$ cat src/rtl/cdb_arbiter.sv
// rtl/cdb_arbiter.sv - round-robin CDB arbiter/sequencer with registered broadcast (optional CDB_PERF_CNT_EN counters)
module cdb_arbiter #(
   parameter int NUM_REQ = 3,
   parameter int DATA_W  = 16,
   parameter int TAG_W   = 3,
   parameter int REG_AW  = 3,
   parameter int MEM_AW  = 6
) (
   input  logic                      clock,
   input  logic                      reset,
   input  logic                      flush,
   input  logic [NUM_REQ-1:0]        req_valid,
   input  logic [4*NUM_REQ-1:0]      req_op,
   input  logic [TAG_W*NUM_REQ-1:0]  req_tag,
   input  logic [REG_AW*NUM_REQ-1:0] req_dest,
   input  logic [DATA_W*NUM_REQ-1:0] req_data,
   input  logic [DATA_W*NUM_REQ-1:0] req_sdata,
   output logic [NUM_REQ-1:0]        req_ready,
   output logic                      cdb_valid,
   output logic [TAG_W-1:0]          cdb_tag,
   output logic [DATA_W-1:0]         cdb_data,
   output logic                      rf_we,
   output logic [REG_AW-1:0]         rf_addr,
   output logic [DATA_W-1:0]         rf_data,
   output logic                      mem_we,
   output logic [MEM_AW-1:0]         mem_addr,
   output logic [DATA_W-1:0]         mem_data
`ifdef CDB_PERF_CNT_EN
   ,
   output logic [31:0]               busy_cnt,
   output logic [31:0]               conflict_cnt
`endif
);

   localparam int PW = (NUM_REQ > 1) ? $clog2(NUM_REQ) : 1;
   localparam logic [PW-1:0] PTR_RST = PW'(NUM_REQ - 1);

   localparam logic [3:0] OP_ADD = 4'b0000;
   localparam logic [3:0] OP_SUB = 4'b0001;
   localparam logic [3:0] OP_LD  = 4'b0010;
   localparam logic [3:0] OP_SD  = 4'b0011;
   localparam logic [3:0] OP_MUL = 4'b0100;

   logic [PW-1:0]     ptr_q, ptr_d;
   logic              cdb_valid_q, cdb_valid_d;
   logic [TAG_W-1:0]  cdb_tag_q, cdb_tag_d;
   logic [DATA_W-1:0] cdb_data_q, cdb_data_d;
   logic              rf_we_q, rf_we_d;
   logic [REG_AW-1:0] rf_addr_q, rf_addr_d;
   logic [DATA_W-1:0] rf_data_q, rf_data_d;
   logic              mem_we_q, mem_we_d;
   logic [MEM_AW-1:0] mem_addr_q, mem_addr_d;
   logic [DATA_W-1:0] mem_data_q, mem_data_d;

   logic [NUM_REQ-1:0] grant;
   logic               xfer;
   logic [PW-1:0]      sel_idx;
   logic [3:0]         sel_op;
   logic [TAG_W-1:0]   sel_tag;
   logic [REG_AW-1:0]  sel_dest;
   logic [DATA_W-1:0]  sel_data;
   logic [DATA_W-1:0]  sel_sdata;
   logic               is_rf;
   logic               is_sd;
   int                 idx;

   // Rotating priority search starting just after the last granted producer; also muxes out its payload.
   always_comb begin
      grant     = '0;
      xfer      = 1'b0;
      sel_idx   = ptr_q;
      sel_op    = '0;
      sel_tag   = '0;
      sel_dest  = '0;
      sel_data  = '0;
      sel_sdata = '0;
      idx       = 0;
      if (!reset && !flush) begin
         for (int k = 1; k <= NUM_REQ; k++) begin
            idx = (int'(ptr_q) + k) % NUM_REQ;
            if (!xfer && req_valid[idx]) begin
               xfer       = 1'b1;
               grant[idx] = 1'b1;
               sel_idx    = idx[PW-1:0];
               sel_op     = req_op[idx*4 +: 4];
               sel_tag    = req_tag[idx*TAG_W +: TAG_W];
               sel_dest   = req_dest[idx*REG_AW +: REG_AW];
               sel_data   = req_data[idx*DATA_W +: DATA_W];
               sel_sdata  = req_sdata[idx*DATA_W +: DATA_W];
            end
         end
      end
   end

   assign req_ready = grant;

   // Opcode decode and next-state for the broadcast; payload registers hold when their strobe is idle.
   always_comb begin
      is_rf       = (sel_op == OP_ADD) || (sel_op == OP_SUB) ||
                    (sel_op == OP_MUL) || (sel_op == OP_LD);
      is_sd       = (sel_op == OP_SD);
      ptr_d       = xfer ? sel_idx : ptr_q;
      cdb_valid_d = xfer;
      cdb_tag_d   = xfer ? sel_tag  : cdb_tag_q;
      cdb_data_d  = xfer ? sel_data : cdb_data_q;
      rf_we_d     = xfer && is_rf;
      rf_addr_d   = (xfer && is_rf) ? sel_dest : rf_addr_q;
      rf_data_d   = (xfer && is_rf) ? sel_data : rf_data_q;
      mem_we_d    = xfer && is_sd;
      mem_addr_d  = (xfer && is_sd) ? sel_data[MEM_AW-1:0] : mem_addr_q;
      mem_data_d  = (xfer && is_sd) ? sel_sdata : mem_data_q;
   end

   // Broadcast and pointer registers; reset returns priority to producer 0.
   always_ff @(posedge clock) begin
      if (reset) begin
         ptr_q       <= PTR_RST;
         cdb_valid_q <= 1'b0;
         cdb_tag_q   <= '0;
         cdb_data_q  <= '0;
         rf_we_q     <= 1'b0;
         rf_addr_q   <= '0;
         rf_data_q   <= '0;
         mem_we_q    <= 1'b0;
         mem_addr_q  <= '0;
         mem_data_q  <= '0;
      end else begin
         ptr_q       <= ptr_d;
         cdb_valid_q <= cdb_valid_d;
         cdb_tag_q   <= cdb_tag_d;
         cdb_data_q  <= cdb_data_d;
         rf_we_q     <= rf_we_d;
         rf_addr_q   <= rf_addr_d;
         rf_data_q   <= rf_data_d;
         mem_we_q    <= mem_we_d;
         mem_addr_q  <= mem_addr_d;
         mem_data_q  <= mem_data_d;
      end
   end

   assign cdb_valid = cdb_valid_q;
   assign cdb_tag   = cdb_tag_q;
   assign cdb_data  = cdb_data_q;
   assign rf_we     = rf_we_q;
   assign rf_addr   = rf_addr_q;
   assign rf_data   = rf_data_q;
   assign mem_we    = mem_we_q;
   assign mem_addr  = mem_addr_q;
   assign mem_data  = mem_data_q;

`ifdef CDB_PERF_CNT_EN
   logic [31:0] busy_cnt_q, busy_cnt_d;
   logic [31:0] conflict_cnt_q, conflict_cnt_d;
   logic        conflict;

   // Saturating counters: transfers, and cycles where several producers compete outside flush.
   always_comb begin
      conflict       = ($countones(req_valid) > 1) && !flush;
      busy_cnt_d     = (xfer && (busy_cnt_q != '1)) ? busy_cnt_q + 32'd1 : busy_cnt_q;
      conflict_cnt_d = (conflict && (conflict_cnt_q != '1)) ? conflict_cnt_q + 32'd1 : conflict_cnt_q;
   end

   // Counter registers cleared on reset, so reset cycles are never counted.
   always_ff @(posedge clock) begin
      if (reset) begin
         busy_cnt_q     <= '0;
         conflict_cnt_q <= '0;
      end else begin
         busy_cnt_q     <= busy_cnt_d;
         conflict_cnt_q <= conflict_cnt_d;
      end
   end

   assign busy_cnt     = busy_cnt_q;
   assign conflict_cnt = conflict_cnt_q;
`endif

endmodule

$ cat config.mk
export PLATFORM = sky130hd
export DESIGN_NAME = cdb_arbiter
export DESIGN_NICKNAME = d
export VERILOG_FILES = /design/src/rtl/cdb_arbiter.sv
export SDC_FILE = /design/constraint.sdc
export NUM_CORES = 1
export LEC_CHECK = 0
export ABC_CLOCK_PERIOD_IN_PS = 4210
export CAP_MARGIN = 20
export CORE_AREA = 2 2 131 133
export CTS_CLUSTER_DIAMETER = 100
export DETAILED_ROUTE_END_ITERATION = 6
export DIE_AREA = 0 0 133 135
export PLACE_DENSITY = 0.86
export REMOVE_ABC_BUFFERS = 1
export SLEW_MARGIN = 20
export SYNTH_ARGS = -nofsm -noshare
export SYNTH_HDL_FRONTEND = slang
export SYNTH_SLANG_ARGS = --single-unit
$ cat constraint.sdc
create_clock -name clock -period 4.21 [get_ports clock]
set_input_delay 0.842 -clock clock [delete_from_list [all_inputs] [get_ports clock]]
set_output_delay 0.842 -clock clock [all_outputs]
set_load 0.02 [all_outputs]
# Yosys cells after proc, flatten, opt, wreduce, memory -nomap -nowiden
# Index checks and enable logic that the tools add are counted.
classes:
  n_shift: 15
  bitwise: 2
  n_mul: 3
  reduce_logical: 18
  n_eq_ne: 4
  mux: 50
  order_cmp: 6
  n_addsub: 3
  div: 3
ops:
  columns: ["cell", "count"]
  rows:
  - ["variable part select 48 x 32 -> 16 bit", 6]
  - ["variable part select 9 x 32 -> 3 bit", 6]
  - ["2-to-1 mux 16 bit", 8]
  - [">= comparator 32 x 1 -> 1 bit (second input constant)", 3]
  - ["less-than comparator 32 x 4 -> 1 bit (second input constant)", 3]
  - ["remainder unit 32 x 3 -> 32 bit (second input constant)", 3]
  - ["multiplier 32 x 3 -> 32 bit (second input constant)", 3]
  - ["variable part select 12 x 32 -> 4 bit", 3]
  - ["2-to-1 mux 3 bit", 14]
  - ["2-to-1 mux 4 bit", 4]
  - ["2-to-1 mux 1 bit", 15]
  - ["equality test 4 x 2 -> 1 bit (second input constant)", 2]
  - ["logical AND 1 bit", 8]
  - ["adder 2 x 2 -> 3 bit (second input constant)", 2]
  - ["binary-select mux 1 bit (select 2 bit)", 3]
  - ["demux 1 bit (select 2 bit)", 3]
  - ["2-to-1 mux 2 bit", 3]
  - ["bitwise OR 3 bit", 2]
  - ["equality test 4 x 1 -> 1 bit (second input constant)", 1]
  - ["equality test 4 x 3 -> 1 bit (second input constant)", 1]
  - ["logical NOT 1 bit", 4]
  - ["logical NOT 4 bit", 1]
  - ["adder 2 x 1 -> 3 bit (second input constant)", 1]
  - ["logical OR 1 bit", 3]
  - ["2 further kinds", 2]
totals:
  elab_cells: 114
  reg_bits: 65

# Depth between registers and ports, before layout
# Gate-level depths: netlist (run 1).
logic_depth:
  ltp_word: 20
  mapped_depth: 18

# Worst setup path before layout (run 1)
# Ideal clock, no wire load.
synth_path:
  path_kind: "reg-to-reg"
  startpoint: "reg ptr_q[1]"
  endpoint: "reg rf_addr_q[0] (netlist: rf_addr[0])"
  t_arrival_ns: 3.988
  path_buffers: 6
  required_time_ns: 4.119
  stages_incl_launch_ff: 17
  period_less_slack_ns: 4.079
  setup_slack_ns: 0.131
  cell_sequence: "dfxtp_1 -> inv_1 -> ha_1 -> buf_6 -> buf_6 -> clkbuf_1 -> clkbuf_1 -> buf_1 -> clkbuf_1 -> nand2_1 -> fa_1 -> xor2_1 -> nand2_1 -> or3_1 -> o22ai_1 -> nor4_1 -> a311oi_1"
synth_via:
  elab_chain_cells: 20
  word_cells_on_any_way: 50
synth_rtl:
  columns: ["element", "line", "source"]
  rows:
  - ["from (decl)", "44", "logic [PW-1:0] ptr_q, ptr_d;"]
  - ["from (signal assigned)", "128", "ptr_q <= ptr_d;"]
  - ["branches (longest 20 deep; another with remainder unit 32 x 3 -> 32 bit)", null, null]
  - ["to (signal assigned)", "133", "rf_addr_q <= rf_addr_d;"]
  - ["to (decl)", "49", "logic [REG_AW-1:0] rf_addr_q, rf_addr_d;"]
# Parallel ways; which one is timed is not known. The select of a mux whose other input is x is not followed.
# A chain may end at the register's enable or synchronous reset.

# Final worst setup path (run 1)
layout_path:
  startpoint: "in req_valid[2]"
  endpoint: "out req_ready[2]"
layout_via:
  elab_chain_cells: 13
  word_cells_on_any_way: 25
layout_rtl:
  columns: ["element", "line", "source"]
  rows:
  - ["from (decl)", "12", "input logic [NUM_REQ-1:0] req_valid,"]
  - ["binary-select mux 1 bit (select 2 bit)", "81", "if (!xfer && req_valid[idx]) begin"]
  - ["2-to-1 mux 1 bit (implied by the code) (2 in a row)", "81", null]
  - ["2-to-1 mux 1 bit", "81", null]
  - ["2-to-1 mux 1 bit", "78", "if (!reset && !flush) begin"]
  - ["logical NOT 1 bit", "81", null]
  - ["logical AND 1 bit", "81", null]
  - ["2-to-1 mux 1 bit", "81", null]
  - ["2-to-1 mux 1 bit", "78", null]
  - ["logical NOT 1 bit", "81", null]
  - ["logical AND 1 bit", "81", null]
  - ["2-to-1 mux 3 bit *", "81", null]
  - ["2-to-1 mux 3 bit *", "78", null]
  - ["to (decl)", "18", "output logic [NUM_REQ-1:0] req_ready,"]
# Every way passes the cells marked *; elsewhere a longest branch is shown, timed or not. The select of a mux whose other input is x is not followed.

==> metrics.txt, run 1 <==
outcome finished clean; leakage 4.10 nW; Num CTS Buffers 9; dominant cell type by area after synthesis dfxtp_1; Max VDD drop 0.209 mV; P_int 2.15 mW; Worst Path Arrival 3.18 ns; # IOs 198; Routed WL per cell 19.2 um; port bufs 197; Achievable Freq 0.248 GHz; Yosys top cell area share 0.174; # nets final 1338; Max-Cap Viols 0; most frequent cells in the layout clkdlybuf4s50_1 (197), nor2_1 (134), nand2_1 (115), mux2i_1 (115), a21oi_1 (113); max-slew violations 0; P_sw 1.54 mW; post-route insts no fill 1407; CTS sink cnt 65; type of origin of the critical path input port; DR pass1 iterations 6; Min Clock Period, post-route 4.03 ns; number of synthesized flops with an enable pin 0; Clk pin slew, worst setup/hold paths 0.06 ns; Rows 47; effective utilization at floorplan 0.456; Net Sw Frac 0.418; drt drc 0; Slew headroom 0.286; Post-CTS Hold Buffers 0; layout cells sized above 1 0.112; synthesized cell area 0.00748 mm2; Tightest Pin Transition 1.07 ns; kind of critical path input port to output pin; Clk Tree Root Cell clkbuf_16; Tightest Hold Check Type flip-flop to flip-flop; Die Y 135 um; final hold vios 0; vias in the first global route 8250; worst-path maximum fanout 4; Sum Neg Setup Slack 0 ns; via/cell ratio 6.24; final setup vio count 0; Layout fillers 1402; first-pass GRT wire length 42.1 mm; global route total overflow 0; clock share of power 0.236; Detailed Place HPWL 19.3 mm; Post-Route WL 27.0 mm; Synth area leaders dfxtp_1 (17%), mux2i_1 (15%), a21oi_1 (7.6%); Clock Latency Late Sink 0.33 ns; Clock Skew 0.00607 ns; final period utilization 0.956; drt initial violations 661; Setup crit end kind output pin; Post-Synthesis Cells 1016; initial antenna violation count 0; CTS H-tree depth 3; leading cell type in the layout, fill and taps excluded clkdlybuf4s50_1; WHS 0.448 ns; synth unique cells 71; combinational share of power 0.576; Core ar. 0.0164 mm2; sequential area share after synthesis 0.174; pin count of the biggest net entering global routing 57; DP Cell Count 1390; Warnings, synthesis 0; Area Overhead vs Synth 35.5%; GPL Wtd Cong 0.973; pwr/cell area 365 mW/mm2; Critical Path RT 3.37 ns; Synth async-reset ratio 0; final antenna-violating net count 0; Die ar. 0.0180 mm2; Total GRT Usage 0.289; synthesized area per cell 7.36 um2; Longest Clk Path Bufs 2; RSZ-0062 raised after global routing false; TritonCTS clock tree yes; Synth Flop Type dfxtp_1; routed via count 8779; sequential share of power 0.189; antenna cell count 0; Seq cells post-synth 65; die width 133 um
[power by group through the flow]
stage                     combinational [mW]  sequential, mW  clock, mW
after floorplan                         1.34           0.754          0
after global placement                  2.04           0.707          0
after detailed placement                2.07           0.708          0
after CTS                               2.09           0.696      0.879
after global routing                    2.29           0.701      0.907
final                                   2.13           0.697      0.871
[final timing paths]
check	from	to	slack [ns]	depth (start not counted)
max	req_valid[2]	req_ready[2]	0.18	7
min	cdb_data[9]	cdb_data[9]	0.45	2
max reg2reg	ptr_q[1]	rf_data[4]	0.32	12
min reg2reg	cdb_data[9]	cdb_data[9]	0.45	2
[per-layer routing]
metal | track usage | part of all wire | vias to the layer above
li1 | - | - | 4070
met1 | 0.358 | 0.40 | 4124
met2 | 0.490 | 0.48 | 488
met3 | 0.0488 | 0.089 | 97
met4 | 0.141 | 0.040 | 0
met5 | 0 | 0 | -
[area by class of cell]
cell class                      instances  area [um2]  share of cell area
Sequential cell                        65        1300               0.129
Clock inverter                          6         115              0.0114
Clock buffer                           10         229              0.0226
Tap cell                              220         275              0.0272
Inverter                               21        78.8             0.00778
Multi-Input combinational cell        839        5760               0.569
Timing Repair Buffer                  246        2360               0.233
[timing repair]
action / CTS / global route
setup buffers: 0 / 1
cloned: 0 / 0
gates resized for setup: 1 / 3
setup endpoints to repair: 1 / 3
pin swaps: 0 / 1
[state kept, by name, indices dropped and copies added (netlist names)]
| register | count |
|---|---|
| cdb_data | 16 |
| cdb_tag | 3 |
| cdb_valid | 1 |
| mem_addr | 6 |
| mem_data | 16 |
| mem_we | 1 |
| ptr_q | 2 |
| rf_addr | 3 |
| rf_data | 16 |
| rf_we | 1 |
[metrics by stage]
stage / area, um2 / util / total power [mW] / worst slack (ns)
2_1_floorplan: 7080 / - / 2.10 / -4.13
4_1_cts: 10100 / 0.617 / 3.67 / 0.0804
6_report: 10100 / 0.617 / 3.70 / 0.183
3_5_place_dp: 9770 / 0.596 / 2.78 / 0.111
5_1_grt: 10100 / 0.617 / 3.90 / 0.0462
3_3_place_gp: 9770 / 0.596 / 2.74 / 0.171
[cell families after synthesis]
group,share of synthesized area
compound gates,0.273
xor+xnor,0.0117
fa+ha+maj,0.0460
buf+inv,0.0638
flops,0.174
mux,0.229
simple gates,0.203
[critical path: stages]
cell             delay [ns]
clkdlybuf4s50_1        0.51
or4bb_1                0.49
a21oi_1                0.22
or2_4                  0.20
nand2_1                0.07
a31oi_1                0.20
clkdlybuf4s50_1        0.66
[cells in the mapped netlist, drive strengths merged, types with 5 or more instances]
master   number
buf          32
o21a          6
mux4         18
o211ai        7
xor2          5
nand2b       20
mux2         14
nand2       115
a31o         25
a21oi       113
nor2        136
and3          8
clkbuf       59
ha           21
a2bb2oi       7
inv          21
mux2i       115
dfxtp        65
and2          5
a22oi        28
nor2b         5
a21o          9
nor3          8
nand3        13
xnor2         5
o22ai        40
a211oi       10
o21ai        40
No activity file was read; power rests on OpenSTA's default activity.
==> run 2: changes to the inputs <==
--- a/config.mk
+++ b/config.mk
@@ -11,6 +11,7 @@
 export CTS_CLUSTER_DIAMETER = 100
 export DETAILED_ROUTE_END_ITERATION = 6
 export DIE_AREA = 0 0 133 135
+export GPL_ROUTABILITY_DRIVEN = 0
 export PLACE_DENSITY = 0.86
 export REMOVE_ABC_BUFFERS = 1
 export SLEW_MARGIN = 20
==> run 2 against run 1 <==
Against the previous run:
- sequential cell count is the same
- clock power is essentially flat
- sequential power is essentially flat
- routed wire length shrank 2.3%
- critical path depth is the same
- worst hold slack lost 0.0079 ns
- clock skew is essentially flat
- setup slack lost 0.091 ns
- first-iteration DRC count grew 32%
- register-to-register slack lost 0.07 ns
- clock-buffer cell count is the same
- die area is the same
- critical endpoint is now req_ready[1]
- largest power group unchanged
- highest routed layer unchanged
==> metrics.txt, run 2 (synthesized netlist as in run 1, its figures left out) <==
outcome finished clean; power consumption 3.66 mW; max-slew violations 0; Setup crit end kind output pin; Die ar. 0.0180 mm2; port bufs 197; WHS 0.440 ns; vias in the first global route 8095; Routed WL per cell 18.9 um; DP Cell Count 1379; final setup margin 0.0926 ns; CTS sink cnt 65; Tightest Pin Transition 1.08 ns; drt initial violations 874; Max-Cap Viols 0; Detailed Place HPWL 18.6 mm; Post-Route WL 26.4 mm; die width 133 um; Slew headroom 0.277; # nets final 1326; Longest Clk Path Bufs 2; post-CTS setup buffer count 0; pwr/cell area 364 mW/mm2; leading cell type in the layout, fill and taps excluded clkdlybuf4s50_1; Achievable Freq 0.243 GHz; drt drc 0; final antenna-violating net count 0; routed via count 8613; Tightest Hold Check Type flip-flop to flip-flop; Total GRT Usage 0.283; final setup vio count 0; pin count of the biggest net entering global routing 70; hold path cells 2; TritonCTS clock tree yes; first-pass GRT wire length 41.2 mm; via/cell ratio 6.17; initial antenna violation count 0; post-route insts no fill 1395; Clk Tree Root Cell clkbuf_16; Rows 47; Num CTS Buffers 9; # IOs 198; global route total overflow 0; Clock Skew 0.00644 ns; Max VDD drop 0.250 mV; Clock Latency Late Sink 0.33 ns; Die Y 135 um; Layout fillers 1383; worst slack, placed 0.109 ns; Min Clock Period, post-route 4.12 ns; final period utilization 0.978; leakage 4.05 nW; Post-Route Utilization 0.613; Critical Path RT 3.37 ns; effective utilization at floorplan 0.456; layout cells sized above 1 0.105; Area Overhead vs Synth 34.5%; most frequent cells in the layout clkdlybuf4s50_1 (197), nor2_1 (133), nand2_1 (115), mux2i_1 (115), a21oi_1 (113); type of origin of the critical path input port; Reg2Reg Depth 8; Post-CTS Hold Buffers 0; DR pass1 iterations 5; Worst Path Arrival 3.28 ns; worst-path maximum fanout 6; antenna cell count 0; Clk pin slew, worst setup/hold paths 0.06 ns; Core ar. 0.0164 mm2; kind of critical path input port to output pin; CTS H-tree depth 3; final hold vios 0
==> run 2: worst max-delay path, cell delays in order <==
cell             delay (ns)
clkdlybuf4s50_1        0.55
or4bb_1                0.50
a21oi_1                0.17
or2_1                  0.27
a22oi_1                0.13
a21oi_1                0.18
clkdlybuf4s50_1        0.64
==> run 2: per-layer routing <==
metal  routed length [um]  share of wire  global-route usage  vias to the layer above
li1                     -              -                   -                     4031
met4                 1180          0.045               0.151                        0
met3                 2570          0.098              0.0417                       90
met5                    0              0                   0                        -
met1                10400           0.39               0.350                     3968
met2                12200           0.46               0.476                      524
==> run 2: worst paths after layout <==
path                                endpoint  slack, ns         start
worst max-delay path            req_ready[1]       0.09  req_valid[1]
worst max register to register   mem_data[2]       0.25      ptr_q[0]
worst min-delay path             cdb_data[7]       0.44   cdb_data[7]
worst min register to register   cdb_data[7]       0.44   cdb_data[7]
==> run 2: layout make-up <==
class | instances | area [um2] | share of cell area
clock inverter | 6 | 115 | 0.0114
tap | 220 | 275 | 0.0274
inverter | 21 | 78.8 | 0.00784
timing repair buffer | 234 | 2270 | 0.226
sequential | 65 | 1300 | 0.130
multi-input combinational | 839 | 5780 | 0.575
clock buffer | 10 | 229 | 0.0228
==> run 2: power breakdown <==
part / total (mW) / internal [mW] / switching, mW
logic: 2.09 / 0.884 / 1.21
clock network: 0.873 / 0.582 / 0.292
registers: 0.696 / 0.663 / 0.0331
==> run 2: repair_timing <==
item                                    in CTS  in global routing
gates resized for setup                      0                  5
endpoints found under the hold margin        0                  0
endpoints found under the setup margin       0                  8
==> run 2: per-stage QoR <==
| step | area [um2] | setup TNS, ns |
|---|---|---|
| after floorplan | 7080 | -242.39 |
| after global placement | 9690 | 0 |
| after detailed placement | 9690 | 0 |
| after CTS | 10000 | 0 |
| after global routing | 10100 | -0.00764 |
| final | 10100 | 0 |
==> RTL change, RTL diff (settings of run 2) <==
Change the parameter `NUM_REQ` from 3 to 2.
--- a/src/rtl/cdb_arbiter.sv
+++ b/src/rtl/cdb_arbiter.sv
@@ -1,6 +1,6 @@
 // rtl/cdb_arbiter.sv - round-robin CDB arbiter/sequencer with registered broadcast (optional CDB_PERF_CNT_EN counters)
 module cdb_arbiter #(
-   parameter int NUM_REQ = 3,
+   parameter int NUM_REQ = 2,
    parameter int DATA_W  = 16,
    parameter int TAG_W   = 3,
    parameter int REG_AW  = 3,
Interface: changed (7 resized); port bits go from 198 to 154. No check against the original RTL was run, so the function may have changed too.
==> RTL change against run 2 <==
Non-clock buffer count shrank 70; worst setup slack improved by 0.85 ns; sequential share of layout area grew 13 points; wire length down 61%; synthesized area down 61%; largest power group is now clock; clock power fell by 13%; fmax grew 26%; critical path depth decreased by 3; largest cell class is now non-clock buffers; global-route usage down 17 points; final area decreased by 50%; synthesized cell count decreased by 69%; critical path type unchanged; count of clock-buffer cells in the layout rose by 1; sequential cell count decreased by 1; total power down 54%.
==> RTL change: results (changes against run 2) <==
| Metric | Value |
|---|---|
| Cell variety after synth | `37 (was 71)` |
| Status | `complete, no violations (unchanged)` |
| Via count | `2925 (was 8613)` |
| Area contributors post-synth | `dfxtp_1 (44%), mux2i_1 (8.9%), nor2_1 (6.8%) (was dfxtp_1 (17%), mux2i_1 (15%), a21oi_1 (7.6%))` |
| Avg WL per Cell | `14.80 um (was 18.90 um)` |
| Async S/R FF share, synth | `0% (unchanged)` |
| First-pass GRT wire length | `15310 um (was 41190 um)` |
| Arr. time, crit path | `2.42 ns (was 3.28 ns)` |
| Placed Instances | `670 (was 1379)` |
| # port buffers | `153 (was 197)` |
| Worst Max-Slew Pin Slew | `0.6095 ns (was 1.084 ns)` |
| Largest net degree at the start of global routing | `43 (was 70)` |
| Worst-path maximum fanout | `5 (was 6)` |
| IR drop worst, VDD | `172.4 uV (was 250.4 uV)` |
| Seq/Total Area, Yosys | `43.93% (was 17.41%)` |
| Antenna violations before repair | `2 (was 0)` |
| Leakage | `0.001841 uW (was 0.004048 uW)` |
| Post-Route WL | `10150 um (was 26370 um)` |
| WL met2 | `4761 um (was 12230 um)` |
| Met1 wire length | `4464 um (was 10390 um)` |
| Vias in the first global route | `2836 (was 8095)` |
| Mean Syn Cell Area | `9.259 um^2 (was 7.358 um^2)` |
| Final Skew | `0.005314 ns (was 0.006442 ns)` |
| Top routing layer used | `met5 (was met4)` |
| DRT iter0 DRCs | `62 (was 874)` |
| Routed length on met3 | `713 um (was 2573 um)` |
| Reg2reg start | `ptr_q (was ptr_q[0])` |
| Period utilization | `77.58% (was 97.80%)` |
| Clk slew on worst S/H paths | `0.06 ns (about the same)` |
| Num CTS Buffers | `9 (unchanged)` |
| Setup WS pre-CTS | `0.7923 ns (was 0.1094 ns)` |
| R2R cell count | `7 (was 8)` |
| Reg2reg end | `rf_addr[2] (was mem_data[2])` |
| Nets | `550 (was 1326)` |
| DP Wirelength | `7222 um (was 18640 um)` |
| Share of cells above drive strength 1 | `7.725% (was 10.47%)` |
| Pre-antenna DRT Iters | `4 (was 5)` |
| Worst R2R Setup Slack | `1.94 ns (was 0.25 ns)` |
| GRT Util Overall | `11.20% (was 28.27%)` |
| Synth top cells by count | `dfxtp_1 (64), nor2_1 (53), mux2i_1 (26), clkbuf_1 (19) (was nor2_1 (136), mux2i_1 (115), nand2_1 (115), a21oi_1 (113), dfxtp_1 (65))` |
| Critical path startpoint | `req_valid[1] (unchanged)` |
| Delay-heaviest family, CP | `buffers and inverters (unchanged)` |
## RTL change: cell types whose count changed after synthesis, moves of 14 or more
cell	delta
o22ai_1	-40
nor2_1	-83
mux4_2	-18
nand2_1	-103
ha_1	-21
inv_1	-20
a32oi_1	+16
clkbuf_1	-39
a31o_2	-16
o21ai_0	-40
mux2_2	-14
a21oi_1	-102
mux2i_1	-89
## RTL change: report_power, final
part	switching, uW	total (uW)	leakage [uW]	internal (uW)
Combinational	131	287	0.00117	155
Clock	269	757	0.000148	488
Sequential	9.92	636	0.000520	626
Total	411	1680	0.00184	1270
## RTL change: through the flow
| step | TNS [ns] | util, % | instance area (um^2) | total power (uW) |
|---|---|---|---|---|
| 3_3_place_gp | 0 | 28.48 | 4673 | 931.9 |
| 6_report | 0 | 30.36 | 4981 | 1680 |
| 4_1_cts | 0 | 30.36 | 4981 | 1715 |
| 5_1_grt | 0 | 30.36 | 4981 | 1763 |
| 3_5_place_dp | 0 | 28.48 | 4673 | 937.5 |
| 2_1_floorplan | -9.036 | - | 2774 | 761.6 |
## RTL change: cell type report
cell class / count / area, um^2
clock buffer: 11 / 252.7
clock inverter: 5 / 55.05
fill: 1687 / 11430
inverter: 2 / 7.507
multi-input combinational: 220 / 1500
sequential: 64 / 1281
tap: 220 / 275.3
timing repair buffer: 164 / 1609
## RTL change: kinds of logic after synthesis
family                 share of synthesized area, %
buffers and inverters                         5.148
and+or+nand+nor                               18.96
DFF                                           43.93
AOI/OAI and AO/OA                             19.56
muxes                                         12.40
## RTL change: how the worst min path moves through the flow
stage / start / endpoint / slack, ns / depth (start not counted)
after detailed placement: cdb_data[11] / cdb_data[11] / 0.45 / 2
final: cdb_data[7] / cdb_data[7] / 0.45 / 2
after global placement: cdb_data[11] / cdb_data[11] / 0.44 / 2
after CTS: cdb_data[11] / cdb_data[11] / 0.46 / 2
after global routing: cdb_data[11] / cdb_data[11] / 0.47 / 2
after floorplan: ptr_q / ptr_q / 0.47 / 1
## RTL change: worst register-to-register path: stages (launching register included)
cell and delay, ns:
dfxtp_1 0.35, a21boi_4 0.15, buf_4 0.46, a32o_1 0.28, nand3_1 0.10, o211ai_1 0.10, buf_4 0.35, mux2_1 0.37
## RTL change: metal layers
metal	up-vias	global-route usage, %
met4	2	5.556
met3	17	3.341
met2	109	18.28
li1	1421	-
met1	1376	13.45
met5	-	0
